## src/rtl/pps_edge_monitor.sv

```systemverilog
// Pulse-per-second monitor: glitch-filters a synchronized PPS level, reports
// accepted rising edges, the period between them, and loss of signal.
module pps_edge_monitor #(
    parameter int unsigned FILTER_CYCLES  = 4,
    parameter logic [31:0] TIMEOUT_CYCLES = 32'd125000000
) (
    input  logic        i_clk,
    input  logic        i_rst_n,
    input  logic        i_signal_sync,
    input  logic        i_enable,
    output logic        o_edge_pulse,
    output logic        o_period_valid,
    output logic [31:0] o_period_cnt,
    output logic [15:0] o_edge_cnt,
    output logic        o_signal_lost
);

  typedef enum logic [1:0] {
    IDLE       = 2'd0,
    WAIT_FIRST = 2'd1,
    MEASURE    = 2'd2,
    LOST       = 2'd3
  } state_t;

  // Run value on the sample that completes a qualifying run of differing samples.
  localparam logic [7:0] FILT_LAST = 8'(FILTER_CYCLES - 1);

  state_t      state_r;
  logic        filt_r;
  logic        filt_d_r;
  logic [7:0]  run_r;
  logic [31:0] interval_r;
  logic [15:0] edge_cnt_r;
  logic        edge_pulse_r;
  logic        period_valid_r;
  logic [31:0] period_cnt_r;
  logic        signal_lost_r;
  logic        edge_s;

  assign edge_s         = filt_r & ~filt_d_r;
  assign o_edge_pulse   = edge_pulse_r;
  assign o_period_valid = period_valid_r;
  assign o_period_cnt   = period_cnt_r;
  assign o_edge_cnt     = edge_cnt_r;
  assign o_signal_lost  = signal_lost_r;

  // Glitch filter: a new level is accepted only after a full run of differing samples.
  always_ff @(posedge i_clk or negedge i_rst_n) begin
    if (!i_rst_n) begin
      filt_r   <= 1'b0;
      filt_d_r <= 1'b0;
      run_r    <= 8'd0;
    end else begin
      filt_d_r <= filt_r;
      if (i_signal_sync != filt_r) begin
        if (run_r == FILT_LAST) begin
          filt_r <= i_signal_sync;
          run_r  <= 8'd0;
        end else begin
          run_r <= run_r + 8'd1;
        end
      end else begin
        run_r <= 8'd0;
      end
    end
  end

  // Monitor FSM with registered outputs; an edge always wins over the timeout check.
  always_ff @(posedge i_clk or negedge i_rst_n) begin
    if (!i_rst_n) begin
      state_r        <= IDLE;
      interval_r     <= 32'd0;
      edge_cnt_r     <= 16'd0;
      edge_pulse_r   <= 1'b0;
      period_valid_r <= 1'b0;
      period_cnt_r   <= 32'd0;
      signal_lost_r  <= 1'b0;
    end else begin
      edge_pulse_r   <= 1'b0;
      period_valid_r <= 1'b0;
      if (!i_enable) begin
        state_r       <= IDLE;
        interval_r    <= 32'd0;
        edge_cnt_r    <= 16'd0;
        period_cnt_r  <= 32'd0;
        signal_lost_r <= 1'b0;
      end else begin
        case (state_r)
          IDLE: begin
            state_r    <= WAIT_FIRST;
            interval_r <= 32'd0;
          end
          WAIT_FIRST, MEASURE: begin
            if (edge_s) begin
              edge_pulse_r <= 1'b1;
              edge_cnt_r   <= edge_cnt_r + 16'd1;
              interval_r   <= 32'd1;
              state_r      <= MEASURE;
              if (state_r == MEASURE) begin
                period_valid_r <= 1'b1;
                period_cnt_r   <= interval_r;
              end else begin
                period_valid_r <= 1'b0;
              end
            end else if (interval_r >= TIMEOUT_CYCLES) begin
              state_r       <= LOST;
              signal_lost_r <= 1'b1;
            end else begin
              interval_r <= interval_r + 32'd1;
            end
          end
          LOST: begin
            if (edge_s) begin
              edge_pulse_r  <= 1'b1;
              edge_cnt_r    <= edge_cnt_r + 16'd1;
              interval_r    <= 32'd1;
              signal_lost_r <= 1'b0;
              state_r       <= MEASURE;
            end else begin
              interval_r <= interval_r;
            end
          end
          default: begin
            state_r       <= IDLE;
            interval_r    <= 32'd0;
            signal_lost_r <= 1'b0;
          end
        endcase
      end
    end
  end

endmodule

```

## config.mk

```make
export PLATFORM = sky130hd
export DESIGN_NAME = pps_edge_monitor
export DESIGN_NICKNAME = d
export VERILOG_FILES = /design/src/rtl/pps_edge_monitor.sv
export SDC_FILE = /design/constraint.sdc
export NUM_CORES = 1
export LEC_CHECK = 0
export CAP_MARGIN = 20
export CORE_UTILIZATION = 38
export DETAILED_ROUTE_END_ITERATION = 8
export GPL_ROUTABILITY_DRIVEN = 1
export SYNTH_ARGS = -nofsm -noshare
export SYNTH_HDL_FRONTEND = slang
export SYNTH_SLANG_ARGS = --single-unit
```

## constraint.sdc

```tcl
create_clock -name i_clk -period 4.75 [get_ports i_clk]
set_input_delay 0.475 -clock i_clk [delete_from_list [all_inputs] [get_ports i_clk]]
set_output_delay 0.475 -clock i_clk [all_outputs]
set_load 0.005 [all_outputs]
```

# Yosys cells after proc, flatten, opt, wreduce, memory -nomap -nowiden
# Index checks and enable logic that the tools add are counted.
# Widths: inputs -> output; s select.
[totals]
ff_bits = 95
latchBits = 0
mem_bits_rw = 0
romBits = 0
in_bits = 4
out_inout_bits = 51
wordCells = 71
memories = 0
[classes]
addsub = 3
multipliers = 0
n_div = 0
order_cmp = 1
eq_ne = 15
n_shift = 0
n_mux = 31
n_bitwise = 2
n_reduce_logical = 9
[ops]
columns = ["op", "count"]
rows = [
  ["$mux 32", 8],
  ["$pmux 32 s3", 1],
  ["$mux 16", 3],
  ["$add 32x1->32 const B", 1],
  ["$ge 32x27->1 const B", 1],
  ["$add 16x1->16 const B", 1],
  ["$mux 8", 2],
  ["$mux 1", 11],
  ["$ne 3x3->1 const B", 3],
  ["$add 8x1->8 const B", 1],
  ["$eq 8x2->1 const B", 1],
  ["$mux 2", 4],
  ["$ne 4x4->1 const B", 2],
  ["$reduce_and 2->1", 4],
  ["$ne 2x1->1 const B", 3],
  ["$pmux 2 s3", 1],
  ["$eq 2x2->1 const B", 2],
  ["$reduce_and 4->1", 1],
  ["$ne 3x1->1 const B", 1],
  ["$reduce_and 3->1", 1],
  ["$reduce_or 3->1", 1],
  ["$eq 2x1->1 const B", 1],
  ["$logic_not 2->1", 1],
  ["$ne 2x2->1 const B", 1],
  ["5 further kinds", 5],
]

# Depth between registers and ports, before layout
[logic_depth]
word_depth = 5
ltp_mapped = 8
depth_no_buf = 7

# Least setup slack after synthesis
# OpenSTA, ideal clock, no wires.
[synth_timing]
kind = "register to register"
startpoint = "reg state_r[0]"
endpoint = "reg interval_r[25]"
setup_time_ns = 0.082
t_arrival_ns = 1.890
required_time_ns = 4.668
slack_ns = 2.778
stages_incl_launch_ff = 9
path_buffers = 2
period_less_slack_ns = 1.972
path_cell_list = "dfrtp_1 -> inv_1 -> ha_1 -> clkbuf_1 -> nand4_1 -> a2111oi_4 -> buf_4 -> a41oi_1 -> a31oi_1"
[synth_via]
elab_chain_cells = 4
word_cells_on_any_way = 10
cone_classes = "5 x eq/ne; 2 x mux; 3 x reduce/logical"
[synth_lines]
columns = ["item", "line_no", "source"]
rows = [
  ["from (decl)", "28", "state_t state_r;"],
  ["from (signal assigned)", "71", "state_r <= IDLE;"],
  ["from (signal assigned)", "82", "state_r <= IDLE;"],
  ["from (signal assigned)", "90", "state_r <= WAIT_FIRST;"],
  ["$eq 2x2->1 / $eq 2x1->1 (equally long branches)", "88", "case (state_r)"],
  ["$reduce_or 2->1", "88", ""],
  ["$pmux 32 s3 / $ne 4x4->1 (equally long branches)", "n/a", ""],
  ["$mux 32 / $reduce_and 2->1 (equally long branches)", "n/a", ""],
  ["to (signal assigned)", "109", "interval_r <= interval_r + 32'd1;"],
  ["to (signal assigned)", "120", "interval_r <= interval_r;"],
  ["to (decl)", "32", "logic [31:0] interval_r;"],
]
# Several ways; a longest one is shown, not always the timed one.
# A chain may end at the register's enable or synchronous reset.

# Worst setup path after layout
[layout_timing]
startpoint = "in i_enable"
endpoint = "reg interval_r[3]"
[layout_via]
elab_chain_cells = 2
word_cells_on_any_way = 4
cone_classes = "2 x eq/ne; 1 x mux; 1 x reduce/logical"
[layout_lines]
columns = ["item", "line_no", "source"]
rows = [
  ["from (decl)", "10", "input logic i_enable,"],
  ["$ne 4x4->1 (no source line) / $ne 3x3->1 (equally long branches)", "n/a", ""],
  ["$reduce_and 2->1 (no source line)", "n/a", ""],
]
# Several ways; a longest one is shown, not always the timed one.

==> run summary <==
Status: finished, final reports clean
Register area: 0.002377 sq mm
Hold Worst Slack: 0.1012 ns
Insertion delay to the later sink of the worst-skew pair: 0.35 ns
Die width: 114.8 um
Finished Cell Area: 0.005784 sq mm
Cell Pwr Density: 343.7 mW/mm^2
Number of synthesized flops with an enable pin: 0
MaxCap Viol Count: 0
Clock Skew: 0.007523 ns
Avg WL per Cell: 14.33 um
Reg clk slew, reported paths: 0.07 ns
GRT Total Usage: 16.99%
Layout area overhead: 19.74%
FF-to-FF Start: filt_d_r$_DFF_PN0_
Ys async rst share: 100.0%
Met2 Routed Length: 4814 um
Post-synthesis register bit count: 95
CP Launch Point: i_enable
Initial antenna violation count: 0
Most common flop cell mapped by yosys: dfrtp_1
Multi-input logic area: 0.002225 sq mm
Ports: 55
Number of fill cells in the layout: 1,181
Slew Limit Fails: 0
GRT overflow: 0
Syn nets: 516
Synth area leader: dfrtp_1
Metal-1 WL: 4964 um
Largest net degree at the start of global routing: 54
# resized after CTS: 0
Max Freq: 389.8 MHz
DRT iter0 DRCs: 225
Placed cell area: 0.005429 sq mm
Yosys warns: 0
Vias per std cell: 5.172
CTS Hold Bufs: 0
Worst Path Required: 5.02 ns
Largest family of logic cells by synthesized area: simple AND/OR/NAND/NOR gates
Non-Filler Instances: 716
Crit path kind: in2reg
Mux cell area share after synthesis: 0.6475%
Diode count: 0
LEAKAGE: 2.318 nW
Number of placed cells counting well taps: 698
Via count: 3,703
Setup TNS: 0 ns
Routed Wire Length: 10,260 um
DRC violations left: 0
Syn Area/Cell: 9.566 sq um
Fin. Hold Viols: 0
Min Tclk post-route: 2.565 ns
Critical Path Source Type: input port
Initial DRT Pass Iterations: 4
Hold crit path type: in2async
Vias in the first global route: 3,638
Layout cell share with drive strength beyond 1: 7.299%
Post-synthesis compound-gate area fraction: 17.87%
Final worst-path cycle share: 54.00%
RSZ-0062 raised after global routing: no
Post-synthesis cell count: 505
Root Driver: clkbuf_16
TritonCTS clock tree: yes
Slew @ Worst Pin: 0.9389 ns
Sink Count: 95
Hpwl dp: 6819 um
Worst path slowest cell: clkdlybuf4s50_1
Post-Synth Adder-Cell Area: 1.813%
Initial Utilization: 39.56%
Clock Path Buffers: 2
Maximum fanout along the worst path: 26
Final Wtd Congestion: 0.7851
Die Height: 114.8 um
Sequential area share after synthesis: 49.21%
Area share of the largest cell type after synthesis: 49.21%
CP arrival: 2.83 ns
Core area: 0.01221 sq mm
Die area: 0.01317 sq mm
IO Port Bufs: 54
Max-slew headroom: 37.40%
Simple-gate share of the synthesized area: 22.64%
Slowest cell delay on critical path: 0.81 ns
Commonest non-fill, non-tap cells in the layout: nand2_1, dfrtp_1, clkdlybuf4s50_1
Global-route wire length before repair: 17,620 um
Peak VDD IR: 210.0 uV
Synth area leaders: dfrtp_1, nand2_1, a21boi_0
Syn Std Cell Area: 0.004831 sq mm
Met3 WL post-DR: 332 um
Num CTS Buffers: 9
Htree depth: 3
Post-CTS Setup Inserts: 0
Max Used Layer: met4
Routed Antenna Nets: 0
Cell variety after synth: 50
# rows: 40
CP cell instances: clkdlybuf4s50_1, and2b_1, and3_1, nand2_1, or3_1, o211ai_2
Xor and xnor area share after synthesis: 3.082%
Critical path capture point type: register
# setup viols final: 0
Layout net count: 554
metrics by stage:
stage | setup WS [ns] | utilization, % | power [W]
floorplan | 2.778 | - | 0.001119
global placement | 1.861 | 44.46 | 0.001203
detailed placement | 1.828 | 44.46 | 0.001212
CTS | 2.196 | 47.12 | 0.002010
global route | 1.995 | 47.37 | 0.002088
finish | 2.185 | 47.37 | 0.001988
synthesized netlist by cell type (2+ instances only):
| cell | instances |
|---|---|
| nor3_1 | 10 |
| dfrtp_1 | 95 |
| nor2b_1 | 6 |
| a21boi_0 | 41 |
| nand3_1 | 29 |
| a31oi_1 | 21 |
| and3_1 | 10 |
| a31oi_2 | 4 |
| o211ai_2 | 4 |
| nor4_2 | 2 |
| buf_4 | 4 |
| inv_1 | 15 |
| and4_1 | 2 |
| nor2_1 | 18 |
| clkbuf_1 | 18 |
| a21oi_1 | 12 |
| a41oi_1 | 5 |
| o21ai_0 | 16 |
| nand2b_1 | 5 |
| nand4_1 | 13 |
| mux2i_1 | 2 |
| clkbuf_2 | 2 |
| xnor2_1 | 8 |
| nand2_1 | 95 |
| buf_2 | 4 |
| ha_1 | 7 |
| xor2_1 | 9 |
| buf_6 | 4 |
| and2_1 | 15 |
| or3_1 | 9 |
kinds of logic (layout without fill, tap and decap cells):
group,Yosys count,count (layout)
compound gates,114,114
xor+xnor,17,17
fa+ha+maj,7,7
buf+inv,47,90
flops,95,95
mux,3,3
simple gates,222,222
per-layer routing:
layer,vias up,global-route usage (%)
met5,-,0
met4,0,5.455
met3,9,4.744
met2,50,26.91
met1,1800,22.61
li1,1844,-
report_power, final:
part,switching (W),leakage (nW),total (W),internal [W]
clock network,0.000299,0.160,0.000788,0.000489
logic,0.000210,0.841,0.000320,0.000110
registers,0.0000356,1.32,0.000880,0.000845
total,0.000544,2.32,0.00199,0.00144
worst max-delay path, delay by kind of cell:
kind                   cells  cell delay, ns
AOI/OAI and AO/OA          1            0.06
buffers and inverters      1            0.81
and+or+nand+nor            4            1.48
path summary, 6_finish.rpt:
path,to,slack [ns],cells past startpoint
worst max-delay path,interval_r[3]$_DFFE_PN0P_,2.18,6
worst min-delay path,o_edge_cnt[3]$_DFFE_PN0P_,0.10,1
worst max register to register,interval_r[11]$_DFFE_PN0P_,2.39,5
worst min register to register,run_r[0]$_DFF_PN0_,0.47,1
max in group asynchronous,o_period_cnt[13]$_DFFE_PN0P_,3.56,2
min in group i_clk,run_r[0]$_DFF_PN0_,0.47,1
state kept, by name, summed over array words and instances, names as in the netlist:
name / count
o_edge_cnt: 16
filt_r: 1
o_edge_pulse: 1
o_period_valid: 1
filt_d_r: 1
o_period_cnt: 32
interval_r: 32
state_r: 2
run_r: 8
o_signal_lost: 1
area by class of cell:
| type | instances | area share (%) |
|---|---|---|
| clock buffer | 13 | 4.499 |
| clock inverter | 3 | 1.125 |
| inverter | 15 | 0.9734 |
| multi-input combinational | 363 | 38.46 |
| sequential | 95 | 41.10 |
| tap | 168 | 3.634 |
| timing repair buffer | 59 | 10.21 |
No activity file was read; power rests on OpenSTA's default activity.
